$ cat config.mk
export PLATFORM = sky130hd
export DESIGN_NAME = tdm_demux
export DESIGN_NICKNAME = d
export VERILOG_FILES = /design/src/rtl/tdm_pkg.sv /design/src/rtl/slot_counter.sv /design/src/rtl/tdm_demux.sv
export SDC_FILE = /design/constraint.sdc
export NUM_CORES = 1
export LEC_CHECK = 0
export ABC_AREA = 1
export BUFFER_PORTS_ARGS = -buffer_cell sky130_fd_sc_hd__buf_2
export CAP_MARGIN = 20
export CORE_AREA = 2 2 39 41
export CTS_CLUSTER_DIAMETER = 60
export CTS_CLUSTER_SIZE = 28
export DETAILED_ROUTE_END_ITERATION = 8
export DIE_AREA = 0 0 41 43
export PLACE_DENSITY = 0.72
export SETUP_SLACK_MARGIN = 0.02
export SKIP_CTS_REPAIR_TIMING = 1
export SLEW_MARGIN = 20
export SYNTH_ARGS = -nofsm -noshare
export SYNTH_HDL_FRONTEND = slang
export SYNTH_SLANG_ARGS = --single-unit
$ cat constraint.sdc
create_clock -name clk -period 3 [get_ports clk]
set_input_delay 0.6 -clock clk [delete_from_list [all_inputs] [get_ports clk]]
set_output_delay 0.6 -clock clk [all_outputs]
set_load 0.02 [all_outputs]
$ cat src/rtl/tdm_pkg.sv
// tdm_pkg: shared state encoding and default slot count for the TDM demultiplexer.
package tdm_pkg;
  typedef enum logic {HUNT, RUN} state_e;
  localparam int NCH_DEFAULT = 4;
endpackage

$ cat src/rtl/slot_counter.sv
// slot_counter: slot index with sync reset, enable, clear-to-1 and wrap at terminal count TC.
module slot_counter #(
  parameter int W = 3,
  parameter logic [W-1:0] TC = '1
) (
  input  logic         clk,
  input  logic         rst,
  input  logic         en,
  input  logic         clr,
  output logic [W-1:0] cnt
);
  logic [W-1:0] cnt_d, cnt_q;
  always_comb cnt_d = clr ? W'(1) : en ? ((cnt_q == TC) ? '0 : cnt_q + W'(1)) : cnt_q;
  always_ff @(posedge clk) cnt_q <= rst ? '0 : cnt_d;
  assign cnt = cnt_q;
endmodule

$ cat src/rtl/tdm_demux.sv
// tdm_demux: serial TDM frame demultiplexer with sync hunting and framing error detection.
// Optional parity slot and par_err output enabled by defining TDM_DEMUX_PARITY_EN.
module tdm_demux
  import tdm_pkg::*;
#(
  parameter int NCH = NCH_DEFAULT
) (
  input  logic                     clk,
  input  logic                     reset,
  input  logic                     en,
  input  logic                     sync,
  input  logic                     din,
  output logic [$clog2(NCH+1)-1:0] sel,
  output logic [NCH-1:0]           dout,
  output logic                     dout_valid,
`ifdef TDM_DEMUX_PARITY_EN
  output logic                     par_err,
`endif
  output logic                     sync_err
);
  localparam int SW = $clog2(NCH+1);
`ifdef TDM_DEMUX_PARITY_EN
  localparam int L = NCH + 1;
`else
  localparam int L = NCH;
`endif
  state_e         state_q, state_d;
  logic [L-1:0]   shadow_q, shadow_d;
  logic [NCH-1:0] dout_q, dout_d;
  logic           dv_q, dv_d, se_q, se_d, frame_ok;
  logic           acc, done;
`ifdef TDM_DEMUX_PARITY_EN
  logic           pe_q, pe_d;
`endif
  // acc: an in-frame data slot (sel > 0) accepted while running
  assign acc  = en & !sync & state_q == RUN & sel != '0;
  assign done = acc & sel == SW'(L-1);
  slot_counter #(.W(SW), .TC(SW'(L-1))) u_cnt (
    .clk(clk),
    .rst(reset),
    .en (acc),
    .clr(en & sync),
    .cnt(sel)
  );
  always_comb begin
    state_d  = state_q;
    shadow_d = shadow_q;
    dout_d   = dout_q;
    se_d     = en & ((sync & sel != '0) | (!sync & state_q == RUN & sel == '0));
    if (en & sync) begin
      state_d     = RUN;
      shadow_d[0] = din;
    end else if (se_d) begin
      state_d = HUNT;
    end else if (acc) begin
      for (int i = 1; i < L; i++) if (sel == SW'(i)) shadow_d[i] = din;
    end
`ifdef TDM_DEMUX_PARITY_EN
    frame_ok = ~^shadow_d;
    pe_d     = done & !frame_ok;
`else
    frame_ok = 1'b1;
`endif
    dv_d   = done & frame_ok;
    dout_d = dv_d ? shadow_d[NCH-1:0] : dout_q;
  end
  always_ff @(posedge clk) begin
    if (reset) begin
      state_q  <= HUNT;
      shadow_q <= '0;
      dout_q   <= '0;
      dv_q     <= 1'b0;
      se_q     <= 1'b0;
`ifdef TDM_DEMUX_PARITY_EN
      pe_q     <= 1'b0;
`endif
    end else begin
      state_q  <= state_d;
      shadow_q <= shadow_d;
      dout_q   <= dout_d;
      dv_q     <= dv_d;
      se_q     <= se_d;
`ifdef TDM_DEMUX_PARITY_EN
      pe_q     <= pe_d;
`endif
    end
  end
  assign dout       = dout_q;
  assign dout_valid = dv_q;
  assign sync_err   = se_q;
`ifdef TDM_DEMUX_PARITY_EN
  assign par_err    = pe_q;
`endif
endmodule
Word level (Yosys, flattened, before mapping)
Index checks and enable logic that the tools add are counted.
- mux-type cells: 12
- reduce and logical (&&, ||, !) cells: 6
- eq/ne operators: 3
- bitwise operators: 10
- $add $sub $neg: 1
- operators with widths (operator ; number):
    $mux 3 ; 4
    $and 1x1->1 ; 9
    $mux 1 ; 8
    $eq 3x2->1 const B ; 2
    $reduce_bool 2->1 ; 2
    $add 3x1->3 const B ; 1
    $eq 3x1->1 const B ; 1
    $logic_not 3->1 ; 1
    $reduce_bool 3->1 ; 1
    $reduce_or 2->1 ; 1
    $logic_not 1->1 ; 1
    $or 1x1->1 ; 1
- register bits after elaboration: 14
- word-level logic and storage cells: 39
- input port bits: 5
- output and inout port bits: 9

Depth between registers and ports, before layout
- depth in word-level cells: 7
- depth in mapped cells: 9
- mapped depth without buffers: 9

Hierarchy
A second synthesis with hierarchy kept.
- cells, all modules: 77
- area total of the unflattened synthesis: 585.6 µm²
- by module, submodules not included (module ; instances ; sequential area each (µm²) ; cells an instance ; area each (µm²)):
    tdm_demux ; 1 ; 200.2 ; 59 ; 451.7
    slot_counter ; 1 ; 60.1 ; 18 ; 133.9

Worst setup path before layout
Ideal clock, no wire load.
- path kind: reg-to-reg
- from: reg u_cnt.cnt_q[0], in the netlist u_cnt.cnt[0]
- to: reg dout_q[1], in the netlist dout[1]
- clock period less this slack: 1.398 ns
- setup time: 0.112 ns
- buffers on the path: 0
- data required time: 2.888 ns
- cell stages (with the launch flop): 9
- data arrival time: 1.287 ns
- path slack: 1.602 ns
- path through: dfxtp_1 > inv_1 > ha_1 > inv_2 > nor2_2 > nor2_4 > nand2_4 > nor2_1 > nor2_1
- longest elaborated chain between the ends: 6
- elaborated cells between the ends (all ways): 14
- those cells by class: 2 x eq/ne; 4 x mux; 6 x bitwise; 2 x reduce/logical
- RTL lines (item ; RTL line ; source):
    from (decl) ; slot_counter.sv:12 ; logic [W-1:0] cnt_d, cnt_q;
    from (signal assigned) ; slot_counter.sv:14 ; always_ff @(posedge clk) cnt_q <= rst ? '0 : cnt_d;
    $reduce_bool 3->1 or $logic_not 3->1 (tied branches) ; tdm_demux.sv:36, tdm_demux.sv:49 ;
    $and 1x1->1 ; tdm_demux.sv:49 ; se_d = en & ((sync & sel != '0) | (!sync & state_q == RUN & sel == '0));
    $or 1x1->1 ; tdm_demux.sv:49 ;
    $and 1x1->1 ; tdm_demux.sv:49 ;
    $mux 3 ; tdm_demux.sv:53 ; end else if (se_d) begin
    $mux 3 ; tdm_demux.sv:50 ; if (en & sync) begin
    to (signal assigned) ; tdm_demux.sv:80 ; dout_q <= dout_d;
    to (decl) ; tdm_demux.sv:29 ; logic [NCH-1:0] dout_q, dout_d;
Parallel ways exist; a longest one is shown, timed or not.
A chain may end at the register's enable or synchronous reset.

Worst setup path after layout
- from: reg u_cnt.cnt_q[0], in the netlist u_cnt.cnt[0]
- to: out sel[0]
- RTL lines (item ; RTL line ; source):
    to (decl) ; tdm_demux.sv:13 ; output logic [$clog2(NCH+1)-1:0] sel,
No word-level cell between the ends.

==> out/results.tsv <==
stage	metric	value	unit
outcome	status	complete, no violations	
sta	Slew HR	84.73	%
logic_synthesis	post-synth top area share	40.31	%
logic_synthesis	post-synthesis register bit count	13	
sta	TNS Setup	0	ns
setup_path	CP Launch Type	flip-flop	
sta	worst slew pin tran	0.2285	ns
setup_path	Arrival @ worst endpoint	0.92	ns
logic_synthesis	Syn Nets	100	
sta	Final Critical Period	1.519	ns
setup_path	Setup crit start	u_cnt.cnt[0]	
clock_tree	H-tree levels	1	
floorplanning	die width	41	um
sta	endpoints failing setup	0	
global_route	Tot GR Track Use	16.48	%
cells_and_area	number of diodes	0	
cells_and_area	fraction of layout cells with a size suffix above 1	23.36	%
logic_synthesis	Yosys top cell by area	dfxtp_1	
global_route	met3 GRT Util	3.141	%
clock_tree	clk root buf	clkbuf_4	
logic_synthesis	Synth Cell Area	645.6	um2
global_route	largest net degree at the start of global routing	10	
power_and_ir_drop	Leak	0.3956	nW
cells_and_area	Fill cells	144	
clock_tree	cts bufs inserted	3	
global_route	met1 Use GR	19.74	%
setup_path	r2r startpoint	u_cnt.cnt[0]	
setup_path	Max Fanout on Critical Path	6	
power_and_ir_drop	Power Dens Cells	423.5	nW/um2
place	hpwl dp	925.7	um
routing	wire per inst	9.659	um
routing	Via Count	589	
global_route	first-pass GRT wire length	1973	um
setup_path	Reg2Reg Depth	8	
logic_synthesis	Synth Instances	91	
setup_path	delay-heaviest family, CP	flip-flops	
power_and_ir_drop	worst vdd ir	237.1	uV
run	max-cap viol count	0	
clock_tree	Clock transition at path regs	0.09	ns
sta	Fin Clk Skew	0.007040	ns
floorplanning	Ports	14	
clock_tree	Max clock buf depth	2	
logic_synthesis	register area share after synthesis	40.31	%
floorplanning	Core Footprint	1384	um2
cells_and_area	Finished Layout Cells	123	
logic_synthesis	Synth cell types	17	
setup_path	WP buf/inv	1	
global_route	antenna violations before repair	0	
min_path	Hold Crit Class	flip-flop to flip-flop	
cells_and_area	multi-input logic area	336.6	um2
setup_path	Crit. End Element	primary output	
setup_path	flop-to-flop setup slack	1.56	ns
global_route	GR Overflow Total	0	
clock_tree	TritonCTS clock tree	yes	
logic_synthesis	Area contributors post-synth	dfxtp_1 40%, nand2_1 17%, ha_1 7.8%	
global_route	met2 Usage GRT	25.62	%
sta	maximum clock rate	658.5	MHz
sta	Final Hold Violating Endpoints	0	
global_route	most utilized layer in the global route result	met2	
floorplanning	die height	43	um
routing	post-route ant nets	0	
setup_path	crit path kind	flip-flop to primary output	
setup_path	cell count along the critical path	1	
routing	final wirelength	1188	um
routing	Via density	4.789	
setup_path	crit path max-delay cell type	dfxtp_1	
setup_path	reg2reg end	dout[0]	
global_route	vias in the first global route	521	
cells_and_area	Final #Nets	117	
floorplanning	die footprint	1763	um2
cells_and_area	Layout area overhead	16.09	%
place	Inst Count DP	119	
sta	Hold WS	0.4600	ns
routing	DRC viols	0	
sta	fin crit share	50.62	%
setup_path	crit path to	sel[0]	
routing	Initial DRC Count	9	
routing	detailed-router iteration count before antenna repair	4	
sta	Slew Limit Fails	0	
clock_tree	TritonCTS Sinks	13	
cells_and_area	Register Area	260.3	um2
floorplanning	Starting Density	46.65	%
clock_tree	worst skew pair latency	0.27	ns
logic_synthesis	synthesized area per cell	7.095	um2
floorplanning	Rows	14	
place	PortBufs	13	
logic_synthesis	YS warnings	0	
setup_path	Critical Path, Cell by Cell	buf_2	
setup_path	Largest stage delay, worst path	0.44	ns
setup_path	Crit path required time	2.40	ns
sta	RSZ-0062 raised after global routing	no	
place	GPL Wtd Cong	0.8065	
[cells in the mapped netlist]
cell,n
ha_1,4
o21ai_1,1
a211oi_1,1
nor2_2,1
nand3_2,2
o21ai_0,1
nand3_1,6
nor2_4,1
dfxtp_1,13
inv_1,8
nor2_1,11
a21oi_1,6
buf_4,1
nand2_1,30
nand2_2,1
nand2_4,1
inv_2,3
[cell usage in the layout (no fill, tap or decap)]
master and instances:
a211oi_1 1, a21oi_1 6, buf_2 13, clkbuf_1 1
clkbuf_4 3, dfxtp_1 13, ha_1 4, inv_1 8
inv_2 3, nand2_1 30, nand2_2 1, nand2_4 1
nand3_1 6, nand3_2 2, nor2_1 11, nor2_2 1
nor2_4 1, o21ai_0 1, o21ai_1 1
[registers in the layout, indices dropped and copies added (netlist names)]
name,cells
u_cnt.cnt,3
state_q,1
sync_err,1
dout_valid,1
shadow_q,3
dout,4
[worst min path at each step]
stage / startpoint / endpoint / slack [ns] / cells past startpoint
floorplan: shadow_q[1] / shadow_q[1] / 0.47 / 2
global placement: dout[3] / dout[3] / 0.45 / 2
detailed placement: dout[3] / dout[3] / 0.45 / 2
CTS: dout[3] / dout[3] / 0.46 / 2
global route: dout[3] / dout[3] / 0.52 / 2
finish: dout[3] / dout[3] / 0.46 / 2
[power breakdown]
group          internal [W]  total (W)  switching [W]
logic            0.00000987  0.0000289      0.0000190
clock network     0.0000514   0.000110      0.0000584
registers          0.000176   0.000179     0.00000297
total              0.000237   0.000317      0.0000803
[through the flow]
stage                     utilization [%]  setup slack [ns]   power, W  area [um2]
final                               54.16             1.481  0.0003174       749.5
after floorplan                         -             1.602  0.0002028       645.6
after CTS                           54.16             1.477  0.0003202       749.5
after detailed placement            52.26             1.547  0.0002118       723.2
after global placement              52.26             1.572  0.0002106       723.2
after global routing                54.16             1.413  0.0003314       749.5
[cells by family (layout without fill, tap and decap cells)]
family	Yosys count	in the layout	share of synthesized area (%)
buf+inv	12	28	7.559
fa+ha+maj	4	4	7.752
simple gates	53	53	37.02
flops	13	13	40.31
compound gates	9	9	7.363
[final cells by class]
cell class,count,share of cell area (%)
Inverter,11,5.509
Clock buffer,4,3.506
Tap cell,16,2.671
Sequential cell,13,34.72
Timing Repair Buffer,13,8.681
Multi-Input combinational cell,66,44.91
[metal layers]
layer | vias up | wire, um | share of wire (%)
met2 | 14 | 584 | 49
li1 | 312 | - | -
met1 | 261 | 541 | 46
met5 | - | 0 | 0
met4 | 0 | 10 | 0.84
met3 | 2 | 51 | 4.3
Note: power is estimated with default switching activity, not from simulation.
